--- src/rtl/mem_dump_reader_pkg.sv ---
// Shared definitions for the result-memory dump reader: FSM encoding and
// default geometry matching the result memory and the preload writer.
package mem_dump_reader_pkg;

    localparam int ADDR_W_DEF = 14;
    localparam int DATA_W_DEF = 8;
    localparam int DEPTH_DEF  = 2500;
    localparam int CSUM_W_DEF = 16;

    typedef enum logic [1:0] {
        IDLE  = 2'd0,
        RUN   = 2'd1,
        DRAIN = 2'd2,
        DONE  = 2'd3
    } state_t;

endpackage

--- src/rtl/mem_dump_reader_skid_fifo2.sv ---
// Two-entry skid FIFO. head is the oldest entry; push and pop may coincide at
// any occupancy, and a push into a full FIFO without a pop is dropped.
module mem_dump_reader_skid_fifo2 #(
    parameter int W = 9
) (
    input  logic         clk,
    input  logic         rst,
    input  logic         push,
    input  logic [W-1:0] push_data,
    input  logic         pop,
    output logic [1:0]   count,
    output logic [W-1:0] head
);

    logic [W-1:0] slot0;
    logic [W-1:0] slot1;
    logic [1:0]   cnt;
    logic         do_pop;

    assign do_pop = pop && (cnt != 2'd0);

    always_ff @(posedge clk) begin
        if (rst) begin
            cnt   <= 2'd0;
            slot0 <= '0;
            slot1 <= '0;
        end else begin
            case ({push, do_pop})
                2'b10: begin
                    if (cnt == 2'd0) begin
                        slot0 <= push_data;
                        cnt   <= 2'd1;
                    end else if (cnt == 2'd1) begin
                        slot1 <= push_data;
                        cnt   <= 2'd2;
                    end
                end
                2'b01: begin
                    slot0 <= slot1;
                    cnt   <= cnt - 2'd1;
                end
                2'b11: begin
                    // Occupancy unchanged; the new entry lands behind whatever remains.
                    if (cnt == 2'd1) begin
                        slot0 <= push_data;
                    end else begin
                        slot0 <= slot1;
                        slot1 <= push_data;
                    end
                end
                default: ;
            endcase
        end
    end

    assign count = cnt;
    assign head  = slot0;

endmodule

--- src/rtl/mem_dump_reader.sv ---
// Sequentially reads DEPTH bytes from the result memory after start, streams
// them on a valid/ready byte port and keeps a running checksum.
module mem_dump_reader
    import mem_dump_reader_pkg::*;
#(
    parameter int ADDR_W = ADDR_W_DEF,
    parameter int DATA_W = DATA_W_DEF,
    parameter int DEPTH  = DEPTH_DEF,
    parameter int CSUM_W = CSUM_W_DEF
) (
    input  logic              clk,
    input  logic              rst,
    input  logic              start,
    output logic [ADDR_W-1:0] rd_addr,
    input  logic [DATA_W-1:0] rd_data,
    output logic              out_valid,
    input  logic              out_ready,
    output logic [DATA_W-1:0] out_data,
    output logic              out_last,
    output logic              busy,
    output logic              done,
    output logic [CSUM_W-1:0] checksum,
    output logic [1:0]        dbg_state
);

    localparam int CNT_W = ADDR_W + 1;

    state_t            state;
    state_t            state_nxt;
    logic [CNT_W-1:0]  issue_cnt;
    logic [ADDR_W-1:0] last_addr;
    logic              inflight;
    logic              inflight_last;
    logic [CSUM_W-1:0] csum;
    logic [1:0]        fifo_count;
    logic [DATA_W:0]   fifo_head;
    logic              pop;
    logic [2:0]        occ;
    logic              issue;
    logic              last_issue;
    logic              start_ok;

    // Handshake: a byte transfers in any cycle with out_valid && out_ready;
    // out_valid never drops and out_data/out_last never change until then.
    assign pop        = out_valid && out_ready;
    assign occ        = {1'b0, fifo_count} + {2'b00, inflight} - {2'b00, pop};
    assign issue      = (state == RUN) && (issue_cnt < CNT_W'(DEPTH)) && (occ < 3'd2);
    assign last_issue = (issue_cnt == CNT_W'(DEPTH - 1));
    assign start_ok   = start && ((state == IDLE) || (state == DONE));

    always_ff @(posedge clk) begin
        if (rst) begin
            state <= IDLE;
        end else begin
            state <= state_nxt;
        end
    end

    always_comb begin
        state_nxt = state;
        case (state)
            IDLE, DONE: if (start) state_nxt = RUN;
            RUN:        if (issue && last_issue) state_nxt = DRAIN;
            DRAIN:      if (pop && out_last) state_nxt = DONE;
            default:    state_nxt = IDLE;
        endcase
    end

    always_comb begin
        busy      = (state == RUN) || (state == DRAIN);
        done      = (state == DONE);
        dbg_state = state;
        // Show the address being read this cycle, otherwise the last one read.
        rd_addr   = issue ? issue_cnt[ADDR_W-1:0] : last_addr;
    end

    always_ff @(posedge clk) begin
        if (rst) begin
            issue_cnt     <= '0;
            last_addr     <= '0;
            inflight      <= 1'b0;
            inflight_last <= 1'b0;
            csum          <= '0;
        end else begin
            inflight      <= issue;
            inflight_last <= issue && last_issue;
            if (start_ok) begin
                issue_cnt <= '0;
                last_addr <= '0;
                csum      <= '0;
            end else begin
                if (issue) begin
                    issue_cnt <= issue_cnt + CNT_W'(1);
                    last_addr <= issue_cnt[ADDR_W-1:0];
                end
                if (pop) begin
                    csum <= csum + CSUM_W'(out_data);
                end
            end
        end
    end

    mem_dump_reader_skid_fifo2 #(
        .W (DATA_W + 1)
    ) u_fifo (
        .clk       (clk),
        .rst       (rst),
        .push      (inflight),
        .push_data ({inflight_last, rd_data}),
        .pop       (pop),
        .count     (fifo_count),
        .head      (fifo_head)
    );

    assign out_valid = (fifo_count != 2'd0);
    assign out_data  = fifo_head[DATA_W-1:0];
    assign out_last  = out_valid && fifo_head[DATA_W];
    assign checksum  = csum;

endmodule
--- config.mk ---
export PLATFORM = sky130hd
export DESIGN_NAME = mem_dump_reader
export DESIGN_NICKNAME = d
export VERILOG_FILES = /design/src/rtl/mem_dump_reader_pkg.sv /design/src/rtl/mem_dump_reader_skid_fifo2.sv /design/src/rtl/mem_dump_reader.sv
export SDC_FILE = /design/constraint.sdc
export NUM_CORES = 1
export LEC_CHECK = 0
export CAP_MARGIN = 25
export CORE_MARGIN = 2
export CORE_UTILIZATION = 48
export CTS_CLUSTER_SIZE = 30
export DETAILED_ROUTE_END_ITERATION = 12
export PLACE_DENSITY_LB_ADDON = 0.08
export SETUP_SLACK_MARGIN = 0.15
export SLEW_MARGIN = 25
export SYNTH_ARGS = -nofsm -noshare
export SYNTH_HDL_FRONTEND = slang
export SYNTH_SLANG_ARGS = --single-unit
--- constraint.sdc ---
create_clock -name clk -period 4.3 [get_ports clk]
set_input_delay 1.075 -clock clk [delete_from_list [all_inputs] [get_ports clk]]
set_output_delay 1.075 -clock clk [all_outputs]
set_load 0.1 [all_outputs]
-- Word-level counts from Yosys, hierarchy flattened
Index checks and enable logic that the tools add are counted.
- register bits after elaboration: 69
- input bits: 12
- output and inout port bits: 44
- logic and storage cells: 67
- $add $sub $neg: 5
- order comparisons: 2
- eq/ne operators: 15
- multiplexer cells: 14
- reductions and logical operators: 22
- operators by type and width (operator ; number):
    $mux 9 ; 4
    $pmux 9 s3 ; 1
    $pmux 9 s2 ; 1
    $add 16x8->16 ; 1
    $add 15x1->15 const B ; 1
    $eq 15x12->1 const B ; 1
    $lt 15x12->1 const B ; 1
    $mux 14 ; 1
    $mux 2 ; 5
    $ne 2x2->1 const B ; 5
    $eq 2x2->1 const B ; 4
    $logic_and 1x1->1 ; 8
    $eq 2x1->1 const B ; 3
    $pmux 2 s3 ; 1
    $reduce_and 3->1 ; 2
    $reduce_bool 2->1 ; 3
    $logic_not 2->1 ; 2
    $pmux 2 s2 ; 1
    $reduce_and 2->1 ; 2
    $reduce_or 2->1 ; 2
    $add 2x1->3 ; 1
    $lt 3x2->1 const B ; 1
    $ne 3x1->1 const B ; 1
    $reduce_bool 3->1 ; 1
    other kinds (4) ; 5

-- Depth between registers and ports, before layout
Gate-level depths: netlist of the first run.
- word-level depth: 8
- gate-level depth with buffers: 15
- gate-level depth less buffers: 13

-- By module
A second synthesis of the first run with hierarchy kept.
- cell total of the unflattened synthesis: 393
- area, all modules: 3485.8 um2
- modules (own cells, without submodules) (module ; instances ; cells an instance ; area an instance (um2)):
    mem_dump_reader ; 1 ; 285 ; 2512.4
    mem_dump_reader_skid_fifo2 ; 1 ; 108 ; 973.4

-- Least setup slack after synthesis of the first run
No wires, ideal clock.
- path type: reg-to-output
- from: reg u_fifo.cnt[1] (netlist: u_fifo.count[1])
- to: out rd_addr[12]
- arrival: 4075 ps
- setup slack: -850 ps
- stages on the path, launching flop included: 15
- cell sequence: dfxtp_1 inv_1 ha_1 inv_1 nand2_1 inv_1 clkbuf_1 ha_1 nand2b_1 fa_1 nand2_1 nor3_1 nand2_4 buf_6 and2_1
- cells in the longest elaborated chain, start to end: 6
- elaborated cells on any way between the ends: 7
- classes of those cells: 2 x add/sub; 1 x order compare; 1 x mux; 3 x reduce/logical
- ends and longest elaborated chain (element ; RTL line ; RTL):
    start, declared ; mem_dump_reader_skid_fifo2.sv:17 ; logic [1:0] cnt;
    start signal, assigned ; mem_dump_reader_skid_fifo2.sv:40 ; cnt <= cnt - 2'd1;
    $reduce_bool 2->1 ; mem_dump_reader.sv:115 ; assign out_valid = (fifo_count != 2'd0);
    named net out_valid ; mem_dump_reader.sv:16 ; output logic out_valid,
    $logic_and 1x1->1 ; mem_dump_reader.sv:45 ; assign pop = out_valid && out_ready;
    named net pop ; mem_dump_reader.sv:37 ; logic pop;
    $sub 3x1->3 ; mem_dump_reader.sv:46 ; assign occ = {1'b0, fifo_count} + {2'b00, inflight} - {2'b00, pop};
    $lt 3x2->1 ; mem_dump_reader.sv:47 ; assign issue = (state == RUN) && (issue_cnt < CNT_W'(DEPTH)) && (occ < 3'd2);
    $logic_and 1x1->1 ; mem_dump_reader.sv:47 ;
    $mux 14 ; n/a ;
    end, declared ; mem_dump_reader.sv:14 ; output logic [ADDR_W-1:0] rd_addr,
The timed path passes the listed nets, and every way through them passes these cells.

-- Final worst setup path of the first run
- from: in out_ready
- to: out rd_addr[1]
- cells in the longest elaborated chain, start to end: 5
- ends and longest elaborated chain (element ; RTL line ; RTL):
    start, declared ; mem_dump_reader.sv:17 ; input logic out_ready,
    $logic_and 1x1->1 ; mem_dump_reader.sv:45 ;
    $sub 3x1->3 ; mem_dump_reader.sv:46 ;
    $lt 3x2->1 ; mem_dump_reader.sv:47 ;
    $logic_and 1x1->1 ; mem_dump_reader.sv:47 ;
    $mux 14 ; n/a ;
Every way passes these cells.

==> key figures, run 1 <==
Drt
  – Vias: 2,959
  – DRT antenna net count: 0
  – Vias per cell: 5.33
  – Routed len/inst: 14.1 um
  – Post-Route WL: 7840 um
  – Initial DRC count: 151
  – DRC viols: 0
  – DRT Pass-1 Iters: 4

Floorplanning
  – Total die area: 7960 um2
  – IO Pins: 56
  – Initial Util: 48.8%
  – Horiz. Die Dim: 89.2 um
  – Num rows: 31
  – Die Y: 89.2 um
  – Area of the core: 7140 um2

Placement
  – Port Buffers: 55
  – Detailed placement HPWL: 5470 um
  – RD Place Congestion: 0.858

Global route
  – Largest net degree at the start of global routing: 26
  – Number of global-route vias before repair: 2,604
  – First-pass GRT wire length: 12,600 um
  – Initial antenna violation count: 0
  – Grt ovf: 0
  – GR Util All Layers: 20.5%

Timing
  – Final hold viol count: 0
  – Hold slack: 0.453 ns
  – Final min period: 4.26 ns
  – Fin. max-slew vios: 0
  – Setup violators final: 0
  – Setup TNS: 0 ns
  – Final Cycle Share: 99.0%
  – Clk_skew: 0.0123 ns
  – Achievable frequency: 0.235 GHz
  – Actual slew at the worst max-slew pin: 0.986 ns
  – RSZ-0062 raised after global routing: yes
  – Relative slew margins: 34.0%

Worst setup path
  – Critical path peak fanout: 8
  – CP Class: input port to output pin
  – Worst path cell trace: buf_6, nand2_4, inv_4, ha_4, nand2b_4, fa_1, nand2_2, nor3_4, buf_6, nand2_8, mux2_4, buf_12
  – WP data required: 3.22 ns
  – CP Data Arrival Time: 3.18 ns
  – Most used cell, CP: buf_6
  – CP max stage delay: 0.50 ns
  – CP max stage cell: fa_1
  – Setup crit start kind: input port
  – Crit path capture type: output pin

Run status
  – Run status: complete, no violations

Synthesis
  – Cells after Synth: 389
  – Distinct cells, synth: 53
  – Mapped Area: 3490 um2
  – Syn Area/Cell: 8.96 um2
  – Ys Warns: 0
  – EDFF count, synth: 0
  – Largest cells by area after synthesis: dfxtp_1 40%, ha_1 6.8%, nor2_1 4.2%
  – Yosys top cell by area: dfxtp_1
  – Post-synthesis register bit count: 69
  – Syn Nets: 422
  – Async SR Flop Fraction: 0%
  – Ys flop type: dfxtp_1
  – Seq/Total Area, Yosys: 39.6%
  – Top cell type's share of synthesized area: 39.6%

Clock network
  – Clock Path Buffers: 2
  – H-Tree Depth: 3
  – Total CTS buffers: 9
  – Skew-Pair Late Insertion Delay: 0.35 ns
  – Clk sink count: 69
  – CTS root buffer: clkbuf_8
  – CTS clk-pin slew, worst paths: 0.07 ns
  – CTS tree: yes

Cells and area
  – Diodes inserted: 0
  – Layout net count: 484
  – Layout cells sized above 1: 18.0%
  – Area delta synth->final: 33.5%

Pwr
  – PwrDens: 604 nW/um2
  – Leak: 1.81 nW
  – Worst VDD drop: 0.000581 V

Flow run
  – Max Cap Viol: 0

Min path
  – Worst Hold Class: register to register
## where the power goes
| group | internal (mW) | switching [mW] | total, mW |
|---|---|---|---|
| clock network | 0.388 | 0.263 | 0.652 |
| registers | 0.715 | 0.0857 | 0.800 |
| logic | 0.412 | 0.945 | 1.36 |
## per-layer routing
metal	wire, um	vias to the layer above	share of wire, %	GRT usage, %
met1	3950	1385	50	30.5
met3	396	9	5.1	4.34
met5	0	-	0	0
met2	3410	66	44	29.5
met4	76	0	0.97	6.92
li1	-	1499	-	-
## timing repair
| item | 4_1_cts | 5_1_grt |
|---|---|---|
| hold buffers | 0 | 0 |
| setup buffers | 4 | 3 |
| setup endpoints to repair | 14 | 14 |
| gates resized for setup | 13 | 2 |
| pin swaps | 3 | 5 |
| gates cloned | 1 | 0 |
## kinds of logic (layout without fill, tap and decap cells)
kind of cell,count (synthesis),in the layout,share of synthesized area (%)
flip-flops,69,69,39.6
AO/OA/AOI/OAI,83,83,16.1
AND/OR/NAND/NOR,143,144,21.0
XOR/XNOR,11,11,2.76
buffers and inverters,40,106,5.42
multiplexers,22,22,7.07
adder cells (fa/ha/maj),21,21,7.97
## worst max-delay path, delay by kind of cell
| kind | cells | cell delay [ns] |
|---|---|---|
| simple gates | 5 | 0.59 |
| mux | 1 | 0.34 |
| fa+ha+maj | 2 | 0.69 |
| buf+inv | 4 | 0.48 |
## registers in the layout (all words and copies together) (netlist names)
signal / count
dbg_state: 2
inflight_last: 1
inflight: 1
u_fifo.count: 2
u_fifo.head: 9
checksum: 16
u_fifo.slot1: 9
issue_cnt: 15
last_addr: 14
## stage by stage
stage | cells | instance area, um2 | setup WS, ns | total power, mW | utilization (%)
after floorplan | 389 | 3550 | -0.0757 | 1.84 | -
after global placement | 531 | 4300 | -0.348 | 2.06 | 60.3
after detailed placement | 531 | 4310 | -0.411 | 2.08 | 60.4
after CTS | 552 | 4620 | 0.00773 | 2.79 | 64.8
after global routing | 555 | 4650 | -0.0242 | 2.95 | 65.2
final | 555 | 4650 | 0.0439 | 2.81 | 65.2
## cell type report
class	count	area [um2]
sequential	69	1380
tap	99	124
fill	608	2480
clock inverter	7	120
multi-input combinational	281	2010
clock buffer	9	124
inverter	19	80.1
timing repair buffer	71	813
## placed cells by master, fill, tap and decap left out, types with 6 or more instances in the layout
cell type and n:
dfxtp_1 67, nor2_1 39, clkdlybuf4s50_1 39, a21oi_1 24
nand2_1 24, nand3_1 17, ha_1 17, and2_1 16
buf_4 16, inv_1 15, o21ai_0 15, buf_12 14
a22oi_1 12, a211oi_1 11, mux2i_1 10, clkbuf_8 9
or3_1 8, xor2_1 7, and3_1 7, mux2_4 6
mux2_2 6, nand2b_1 6
## Yosys cell counts (3+ instances only)
library cell and number:
and3_1 7, nand3_1 17, mux2_2 9, nand2b_1 7, nor3_1 3, nand2_1 26
clkbuf_1 9, a2111o_1 4, mux2i_1 10, o21ai_0 15, inv_1 19, o21a_1 3
and2_1 18, dfxtp_1 69, nor2_1 39, mux2_4 3, xnor2_1 4, buf_4 8
nand4_1 4, a21oi_1 24, ha_1 19, or3_1 8, a211oi_1 11, xor2_1 7
a22oi_1 12
## path summary, 6_finish.rpt
kind	start	end	slack, ns	depth (start not counted)
max	out_ready	rd_addr[1]	0.04	12
min	issue_cnt[14]$_SDFFE_PP0P_	issue_cnt[14]$_SDFFE_PP0P_	0.45	1
max reg2reg	u_fifo.count[1]$_SDFFE_PP0P_	issue_cnt[7]$_SDFFE_PP0P_	1.32	14
min reg2reg	issue_cnt[14]$_SDFFE_PP0P_	issue_cnt[14]$_SDFFE_PP0P_	0.45	1
Note: power is estimated with default switching activity, not from simulation.
==> inputs of run 2 (changes only) <==
Settings changed: CORE_UTILIZATION 48 to 50.
Clock period 4.3 ns to 4.25 ns, I/O delays scaled along.
==> run 2 against run 1 <==
Via count grew 1.7%; worst hold slack improved by 0.00069 ns; non-clock buffer count is 5 higher; critical path depth is the same; sequential cell count stayed put; highest routed layer unchanged; count of clock-buffer cells in the layout rose by 4; first-iteration DRC count is 110% higher; power is 0.18% lower; clock skew decreased by 0.0040 ns; core utilization up 4.0 points; cell count decreased by 2.3%.
==> key figures, run 2 (synthesized netlist as in run 1, its figures left out) <==
Drt
  – DRT Pass-1 Iters: 4
  – Routed len/inst: 14.8 um
  – Post-Route WL: 8040 um
  – Initial DRC count: 312
  – Vias: 3,008
  – DRT antenna net count: 0
  – Vias per cell: 5.55
  – DRC viols: 0

Timing
  – Setup TNS: 0 ns
  – Fin. max-slew vios: 0
  – RSZ-0062 raised after global routing: yes
  – Setup violators final: 0
  – Actual slew at the worst max-slew pin: 0.991 ns
  – Clk_skew: 0.00830 ns
  – Achievable frequency: 0.237 GHz
  – Final min period: 4.22 ns
  – Relative slew margins: 33.7%
  – Hold slack: 0.454 ns
  – Final hold viol count: 0
  – Final Cycle Share: 99.3%
  – Worst setup margin: 0.0297 ns

Global route
  – GR Util All Layers: 22.4%
  – Grt ovf: 0
  – Largest net degree at the start of global routing: 25
  – First-pass GRT wire length: 13,300 um
  – Number of global-route vias before repair: 2,753
  – Initial antenna violation count: 0

Worst setup path
  – Crit path capture type: output pin
  – WP data required: 3.19 ns
  – CP Class: input port to output pin
  – Crit path max-delay family: adder cells
  – Crit path buffers/inverters: 4
  – Crit path from: out_ready
  – Critical path peak fanout: 4
  – Most used cell, CP: nand2_4
  – CP Data Arrival Time: 3.16 ns
  – R2R Path Start: u_fifo.count[1]$_SDFFE_PP0P_
  – CP max stage cell: fa_2
  – Setup crit start kind: input port
  – Worst path cell trace: buf_8, nand2_4, inv_4, ha_4, nand2b_4, fa_2, nand2_2, nor3_4, buf_6, nand2_4, mux2_4, buf_12
  – CP max stage delay: 0.53 ns
  – R2R Setup Slk: 1.18 ns

Pwr
  – Worst VDD drop: 0.000662 V
  – Leak: 1.83 nW
  – PwrDens: 600 nW/um2
  – Portion of total power attributed to the clock network: 19.5%
  – Internal power: 1.49 mW
  – Switch share: 46.9%
  – Combinational fraction of design power: 51.7%
  – Sequential share of power: 28.9%
  – Switching power: 1.32 mW

Clock network
  – CTS clk-pin slew, worst paths: 0.07 ns
  – Clk sink count: 69
  – Total CTS buffers: 9
  – CTS root buffer: clkbuf_8
  – H-Tree Depth: 3
  – CTS tree: yes
  – Clock Path Buffers: 2
  – Skew-Pair Late Insertion Delay: 0.35 ns
  – CTS Hold Bufs: 0

Floorplanning
  – Area of the core: 6760 um2
  – Initial Util: 51.6%
  – IO Pins: 56
  – Total die area: 7660 um2
  – Horiz. Die Dim: 87.5 um
  – Num rows: 30
  – Die Y: 87.5 um

Cells and area
  – Core Util, Final: 69.2%
  – Final instance count without filler cells: 542
  – Layout net count: 490
  – Most frequent cells in the layout: 67 x dfxtp_1, 39 x nor2_1, 39 x clkdlybuf4s50_1
  – Diodes inserted: 0
  – Layout cells sized above 1: 19.0%
  – Area delta synth->final: 34.1%
  – Leading cell type in the layout, fill and taps excluded: dfxtp_1
  – Max reg flops: 16

Min path
  – Worst Hold Class: register to register
  – HP Start: issue_cnt[13]$_SDFFE_PP0P_

Run status
  – Run status: complete, no violations

Placement
  – RD Place Congestion: 0.860
  – Setup slack at placement: -0.454 ns
  – Placed Cells: 513
  – Detailed placement HPWL: 5530 um
  – Port Buffers: 55

Flow run
  – Max Cap Viol: 0
run 2: power groups by stage:
stage / Combinational, mW / Sequential, mW / Clock, mW
finish: 1.45 / 0.810 / 0.546
global route: 1.54 / 0.823 / 0.583
CTS: 1.41 / 0.810 / 0.559
detailed placement: 1.29 / 0.824 / 0
global placement: 1.26 / 0.820 / 0
floorplan: 0.977 / 0.888 / 0
run 2: per-layer routing:
layer / wire [um] / track usage (%) / up-vias
met5: 0 / 0 / -
met1: 3990 / 32.8 / 1392
met2: 3540 / 32.6 / 90
met3: 384 / 3.98 / 13
li1: - / - / 1513
met4: 129 / 8.11 / 0
run 2: worst paths after layout:
check | to | cells after the start
worst max-delay path | rd_addr[7] | 12
worst min-delay path | issue_cnt[13]$_SDFFE_PP0P_ | 1
worst max register to register | issue_cnt[7]$_SDFFE_PP0P_ | 15
worst min register to register | issue_cnt[13]$_SDFFE_PP0P_ | 1
run 2: metrics by stage:
stage | area, um2 | total power, mW
floorplan | 3550 | 1.86
global placement | 4290 | 2.08
detailed placement | 4290 | 2.11
CTS | 4610 | 2.77
global route | 4680 | 2.95
finish | 4680 | 2.80
run 2: timing repair:
item,CTS,global route
resized for setup,19,7
setup endpoints to repair,14,14
gates cloned,2,0
pin swaps,1,4
buffers inserted,6,5
endpoints found under the hold margin,0,0
run 2: area by class of cell:
| cell class | count | area [um2] |
|---|---|---|
| Fill cell | 533 | 2080 |
| Sequential cell | 69 | 1380 |
| Timing Repair Buffer | 76 | 862 |
| Tap cell | 80 | 100 |
| Clock inverter | 3 | 43.8 |
| Clock buffer | 13 | 159 |
| Multi-Input combinational cell | 282 | 2050 |
| Inverter | 19 | 80.1 |
